==> src/rtl/sram_phase_scheduler.sv <==
// Phase sequencer for the image-decode flow: UART load, IDCT, colourspace.
// Owns the single SRAM port and hands it to whichever unit is active.
module sram_phase_scheduler #(
    parameter logic [25:0] UART_TIMEOUT    = 26'd49999999,
    parameter logic [31:0] WATCHDOG_CYCLES = 32'd0,
    parameter logic        SIM_AUTOSTART   = 1'b0
) (
    input  logic        Clock_50,
    input  logic        Reset,
    input  logic        Start_req,
    input  logic [17:0] UART_SRAM_address,
    input  logic [15:0] UART_SRAM_write_data,
    input  logic        UART_SRAM_we_n,
    input  logic [17:0] M1_SRAM_address,
    input  logic [15:0] M1_SRAM_write_data,
    input  logic        M1_we_n,
    input  logic        m1_disable,
    input  logic [17:0] M2_SRAM_address,
    input  logic [15:0] M2_SRAM_write_data,
    input  logic        M2_we_n,
    input  logic        m2_disable,
    input  logic [17:0] VGA_SRAM_address,
    output logic        UART_rx_initialize,
    output logic        UART_rx_enable,
    output logic        m2_enable,
    output logic        m1_enable,
    output logic        VGA_enable,
    output logic [17:0] SRAM_address,
    output logic [15:0] SRAM_write_data,
    output logic        SRAM_we_n,
    output logic [2:0]  Phase_state,
    output logic        Watchdog_error
);

    typedef enum logic [2:0] {
        S_IDLE           = 3'd0,
        S_ENABLE_UART_RX = 3'd1,
        S_WAIT_UART_RX   = 3'd2,
        S_M2             = 3'd3,
        S_M1             = 3'd4
    } state_e;

    localparam logic        WD_ON   = (WATCHDOG_CYCLES != 32'd0);
    localparam logic [31:0] WD_LAST = WATCHDOG_CYCLES - 32'd1;

    state_e      state_q, state_d;
    logic [25:0] timer_q, timer_d;
    logic [31:0] wd_q, wd_d;
    logic        rx_init_q, rx_init_d;
    logic        rx_en_q, rx_en_d;
    logic        m2_en_q, m2_en_d;
    logic        m1_en_q, m1_en_d;
    logic        vga_en_q, vga_en_d;
    logic        wd_err_q, wd_err_d;
    logic        wd_expire;
    logic        mux_we_n;

    always_ff @(posedge Clock_50) begin
        if (Reset) begin
            state_q   <= S_IDLE;
            timer_q   <= '0;
            wd_q      <= '0;
            rx_init_q <= 1'b0;
            rx_en_q   <= 1'b0;
            m2_en_q   <= 1'b0;
            m1_en_q   <= 1'b0;
            vga_en_q  <= 1'b0;
            wd_err_q  <= 1'b0;
        end else begin
            state_q   <= state_d;
            timer_q   <= timer_d;
            wd_q      <= wd_d;
            rx_init_q <= rx_init_d;
            rx_en_q   <= rx_en_d;
            m2_en_q   <= m2_en_d;
            m1_en_q   <= m1_en_d;
            vga_en_q  <= vga_en_d;
            wd_err_q  <= wd_err_d;
        end
    end

    // Expiry fires on the WATCHDOG_CYCLES-th cycle spent in a milestone state.
    assign wd_expire = WD_ON && (wd_q == WD_LAST);

    always_comb begin
        state_d   = state_q;
        rx_init_d = 1'b0;
        rx_en_d   = 1'b0;
        m2_en_d   = m2_en_q;
        m1_en_d   = m1_en_q;
        vga_en_d  = vga_en_q;
        wd_err_d  = wd_err_q;
        wd_d      = '0;
        timer_d   = (rx_init_q || !UART_SRAM_we_n) ? '0 : timer_q + 26'd1;

        case (state_q)
            S_IDLE: begin
                vga_en_d = 1'b1;
                m1_en_d  = 1'b0;
                m2_en_d  = 1'b0;
                if (Start_req) begin
                    rx_init_d = 1'b1;
                    vga_en_d  = 1'b0;
                    state_d   = S_ENABLE_UART_RX;
                end else if (SIM_AUTOSTART && timer_q == 26'd9) begin
                    m2_en_d = 1'b1;
                    state_d = S_M2;
                end
            end
            S_ENABLE_UART_RX: begin
                rx_en_d = 1'b1;
                state_d = S_WAIT_UART_RX;
            end
            S_WAIT_UART_RX: begin
                if (timer_q == UART_TIMEOUT && UART_SRAM_address != 18'd0) begin
                    rx_init_d = 1'b1;
                    m2_en_d   = 1'b1;
                    state_d   = S_M2;
                end
            end
            S_M2: begin
                wd_d = wd_q + 32'd1;
                if (m2_disable) begin
                    m2_en_d = 1'b0;
                    m1_en_d = 1'b1;
                    wd_d    = '0;
                    state_d = S_M1;
                end else if (wd_expire) begin
                    m2_en_d  = 1'b0;
                    wd_err_d = 1'b1;
                    state_d  = S_IDLE;
                end
            end
            S_M1: begin
                wd_d = wd_q + 32'd1;
                if (m1_disable) begin
                    m1_en_d  = 1'b0;
                    vga_en_d = 1'b1;
                    state_d  = S_IDLE;
                end else if (wd_expire) begin
                    m1_en_d  = 1'b0;
                    wd_err_d = 1'b1;
                    state_d  = S_IDLE;
                end
            end
            default: state_d = S_IDLE;
        endcase
    end

    always_comb begin
        SRAM_address    = VGA_SRAM_address;
        SRAM_write_data = UART_SRAM_write_data;
        mux_we_n        = 1'b1;
        case (state_q)
            S_ENABLE_UART_RX, S_WAIT_UART_RX: begin
                SRAM_address = UART_SRAM_address;
                mux_we_n     = UART_SRAM_we_n;
            end
            S_M2: begin
                SRAM_address    = M2_SRAM_address;
                SRAM_write_data = M2_SRAM_write_data;
                mux_we_n        = M2_we_n;
            end
            S_M1: begin
                SRAM_address    = M1_SRAM_address;
                SRAM_write_data = M1_SRAM_write_data;
                mux_we_n        = M1_we_n;
            end
            default: ;
        endcase
    end

    // Reset must block writes immediately, before the state register catches up.
    assign SRAM_we_n          = Reset | mux_we_n;
    assign UART_rx_initialize = rx_init_q;
    assign UART_rx_enable     = rx_en_q;
    assign m2_enable          = m2_en_q;
    assign m1_enable          = m1_en_q;
    assign VGA_enable         = vga_en_q;
    assign Phase_state        = state_q;
    assign Watchdog_error     = wd_err_q;

endmodule

==> config.mk <==
export PLATFORM = sky130hd
export DESIGN_NAME = sram_phase_scheduler
export DESIGN_NICKNAME = d
export VERILOG_FILES = /design/src/rtl/sram_phase_scheduler.sv
export SDC_FILE = /design/constraint.sdc
export NUM_CORES = 1
export LEC_CHECK = 0
export BUFFER_PORTS_ARGS = -buffer_cell sky130_fd_sc_hd__buf_2
export CAP_MARGIN = 5
export CORE_MARGIN = 2
export CORE_UTILIZATION = 25
export DETAILED_ROUTE_END_ITERATION = 10
export GPL_TIMING_DRIVEN = 1
export PLACE_DENSITY_LB_ADDON = 0.2
export SLEW_MARGIN = 10
export SYNTH_ARGS = -nofsm -noshare
export SYNTH_HDL_FRONTEND = slang
export SYNTH_SLANG_ARGS = --single-unit
==> constraint.sdc <==
create_clock -name Clock_50 -period 2.4 [get_ports Clock_50]
set_input_delay 0.12 -clock Clock_50 [delete_from_list [all_inputs] [get_ports Clock_50]]
set_output_delay 0.12 -clock Clock_50 [all_outputs]
set_load 0.005 [all_outputs]
==> results.md <==
* Final Net Count at roughly 660
* Clock Tree Buf Depth at 2
* Via count at around 3300
* Global Route Usage Sum at 14.0%
* Pwr dens at a little under 500 mW/mm²
* Antenna diodes at 0
* Fin cells at ~680
* Detailed Routing Iterations Pass 1 at 4
* Met1 global-route usage at 16.9%
* Reg2reg setup slack at 0.48 ns
* Synthesized net count at roughly 500
* Met3 Usage GRT at 2.34%
* Largest family of logic cells by synthesized area: simple AND/OR/NAND/NOR gates
* Max IR drop VDD at approximately 0.00030 V
* Commonest non-fill, non-tap cell in the layout: buf_2
* Cells after DPL at roughly 670
* Slowest-stage cell, CP: buf_4
* WP buf/inv at 3
* Crit path DAT at roughly 1.9 ns
* CP dominant cell by count: buf_4
* Post-synthesis mux area share at between 20% and 30%
* Simple-gate share of the synthesized area at about 27%
* Max-slew violation total from the final report at 0
* Leading area contributor after synthesis: mux2i_1
* Worst-skew pair later-pin latency at about 0.28 ns
* Fin crit period at between 1.5 and 2 ns
* Top delay family on crit path: buffers and inverters
* CTS Buf Count at 5
* Multi-input gate area at 0.00207 mm²
* Clock transition at path regs at around 0.060 ns
* CP Launch Type: flip-flop
* CP required at between 2 and 2.5 ns
* Mean Syn Cell Area at 7.66 µm²
* Storage cell area at just under 700 µm²
* Antenna violations before repair at 0
* Grt total ovfl at 0
* Die Y at around 110 µm
* Hold depth at 2
* Final Setup Violations at 0
* GP Congestion at 0.798
* Ys Warns at 0
* Crit path kind: reg2out
* Hold Path Sink: VGA_enable$_SDFFE_PP0P_
* Status: finished, final reports clean
* Cts hold-fix bufs at 0
* Crit-path cells: buf_4 -> nor2_2 -> buf_4 -> mux2i_1 -> a21oi_1 -> buf_2
* Port bufs at 170
* Synth Area in Adders at less than 1%
* XOR/XNOR Fraction of Synth Area at ~3.6%
* Core ar. at between 0.01 and 0.015 mm²
* Initial Utilization at around 26%
* Post-synth EDFFs at 0
* Actual slew at the worst max-slew pin at 0.729 ns
* Die width at between 100 and 150 µm
* CTS HTree Levels at 2
* Post-Synthesis Cells at approximately 380
* Wire per inst at between 10 and 15 µm
* Normalized max-slew margin at 51.0%
* Fraction of registers with async set/reset at 0%
* Max FO, Critical Path at 29
* Final worst-path cycle share at approximately four fifths
* Placed wire-length estimate at approximately 7100 µm
* Final Hold Viols at 0
* First-pass GRT wire length at 14900 µm
* Sum of negative setup slack at 0 ns
* Commonest non-fill, non-tap cells in the layout: 170 x buf_2, 73 x mux2i_1, 44 x nand2_1, 40 x nor2_1, 32 x dfxtp_1
* Largest net degree at the start of global routing at 44
* Slowest cell delay on critical path at about 0.43 ns
* CP Capture Type: output pin
* Global route hottest layer: met2
* RR Endpoint: timer_q[25]$_SDFF_PP0_
* Fmax at roughly 510 MHz
* Yosys top cell area share at 25.2%
* Min-delay src: Start_req
* Filler instances at about 1200
* Die area at around 0.012 mm²
* Power after layout at 1.98 mW
* Clk sink count at 34
* Vias in the first global route at 3145
* Worst hold path class: in2reg
* Compound-Gate Fraction of Synth Area at approximately 15%
* Share of layout cells above drive strength 1 at a little under two fifths
* # IOs at ~170
* Reg2reg path depth at 4
* Sequential element share of the synthesized area at 23.4%
* Synthesized area at ~0.0029 mm²
* Final clock skew at a little over 0.006 ns
* Vias/cell at ~4.8
* Fin util at ~35%
* Top cells by area, synth: mux2i_1 25%, dfxtp_1 23%, nand2_1 5.7%, nor2_1 5.4%, a21oi_1 5.3%
* RSZ-0062 raised after global routing: false
* Area grow syn2layout at 38.9%
* Ys flop type: dfxtp_1
* Initial drt markers at between 100 and 150
* Max_cap viols at 0
* Met2 Resource Use GR at between 20% and 30%
* Distinct cells, synth at 51
* WHS at 0.0696 ns
* Root buf cell: clkbuf_16
* WL final at roughly 9000 µm
* Total of flip-flops plus latches after synthesis at 34
* Row count at 39
* Drc violations at 0
* Pleak at roughly 1.8 nW
* Post-route ant nets at 0
* Worst r2r src: timer_q[9]$_SDFF_PP0_
* CTS tree: done
==> power breakdown <==
part / switching, mW / total [mW] / internal (mW)
sequential: 0.0129 / 0.592 / 0.579
clock: 0.238 / 0.723 / 0.485
combinational: 0.330 / 0.668 / 0.338
total: 0.580 / 1.98 / 1.40
==> cell usage after synthesis, types with 2 or more instances <==
cell type and number:
nor4_1 11, o31ai_1 4, o21ai_0 10, xor2_1 5
buf_1 5, nor2b_1 2, or3_1 5, nor3b_1 3
or4_1 6, inv_1 5, nand4_1 8, nor3_1 3
nor2_1 42, and4_1 2, buf_2 4, mux2i_1 73
nand2_1 44, a22oi_1 16, dfxtp_1 34, and3_2 2
xnor2_1 7, buf_6 2, nand2b_1 2, a21oi_1 31
clkbuf_1 16, or2_2 2, nand3_1 7, and3_1 5
==> metrics by stage <==
step	area, µm²	setup WS, ns
6_report	4030	0.434
5_1_grt	4030	0.318
4_1_cts	4030	0.192
3_5_place_dp	3860	0.463
3_3_place_gp	3860	0.487
2_1_floorplan	2900	0.662
==> cell families (layout without fill, tap and decap cells) <==
logic type | after synthesis | in the layout
AND/OR/NAND/NOR | 154 | 154
multiplexers | 73 | 73
AO/OA/AOI/OAI | 70 | 70
flip-flops | 34 | 34
buffers and inverters | 34 | 191
XOR/XNOR | 12 | 12
adder cells (fa/ha/maj) | 1 | 1
other | 1 | 1
==> how the worst max path moves through the flow <==
| stage | cells after the start | to | slack (ns) | start |
|---|---|---|---|---|
| floorplan | 5 | SRAM_address[0] | 0.66 | Phase_state[0]$_SDFFE_PP0P_ |
| global placement | 4 | UART_rx_initialize$_SDFF_PP0_ | 0.49 | timer_q[16]$_SDFF_PP0_ |
| detailed placement | 4 | UART_rx_initialize$_SDFF_PP0_ | 0.46 | timer_q[16]$_SDFF_PP0_ |
| CTS | 5 | SRAM_write_data[1] | 0.19 | Phase_state[2]$_SDFFE_PP0P_ |
| global route | 5 | SRAM_write_data[5] | 0.32 | Phase_state[2]$_SDFFE_PP0P_ |
| finish | 6 | SRAM_address[4] | 0.43 | Phase_state[1]$_SDFFE_PP0P_ |
==> state kept, by name, indices dropped and copies added, names as in the netlist <==
name	flops
timer_q	26
VGA_enable	1
Phase_state	3
m1_enable	1
m2_enable	1
UART_rx_initialize	1
UART_rx_enable	1
==> area by class of cell <==
type	instances	share of cell area [%]
Inverter	5	0.466
Clock buffer	5	3.10
Multi-Input combinational cell	311	51.5
Clock inverter	3	0.993
Tap cell	143	4.44
Sequential cell	34	16.9
Timing Repair Buffer	178	22.6
==> routing by layer <==
layer  wire length, µm  vias up  share of wire, %
li1                  -     1694                 -
met5                 0        -                 0
met4               136        0               1.5
met2              4530      112                50
met3               598       12               6.6
met1              3770     1463                42
==> repair_timing <==
action,in CTS,in global routing
setup endpoints to repair,0,1
buffers inserted,0,0
gates resized for setup,0,1
Note: power is estimated with default switching activity, not from simulation.
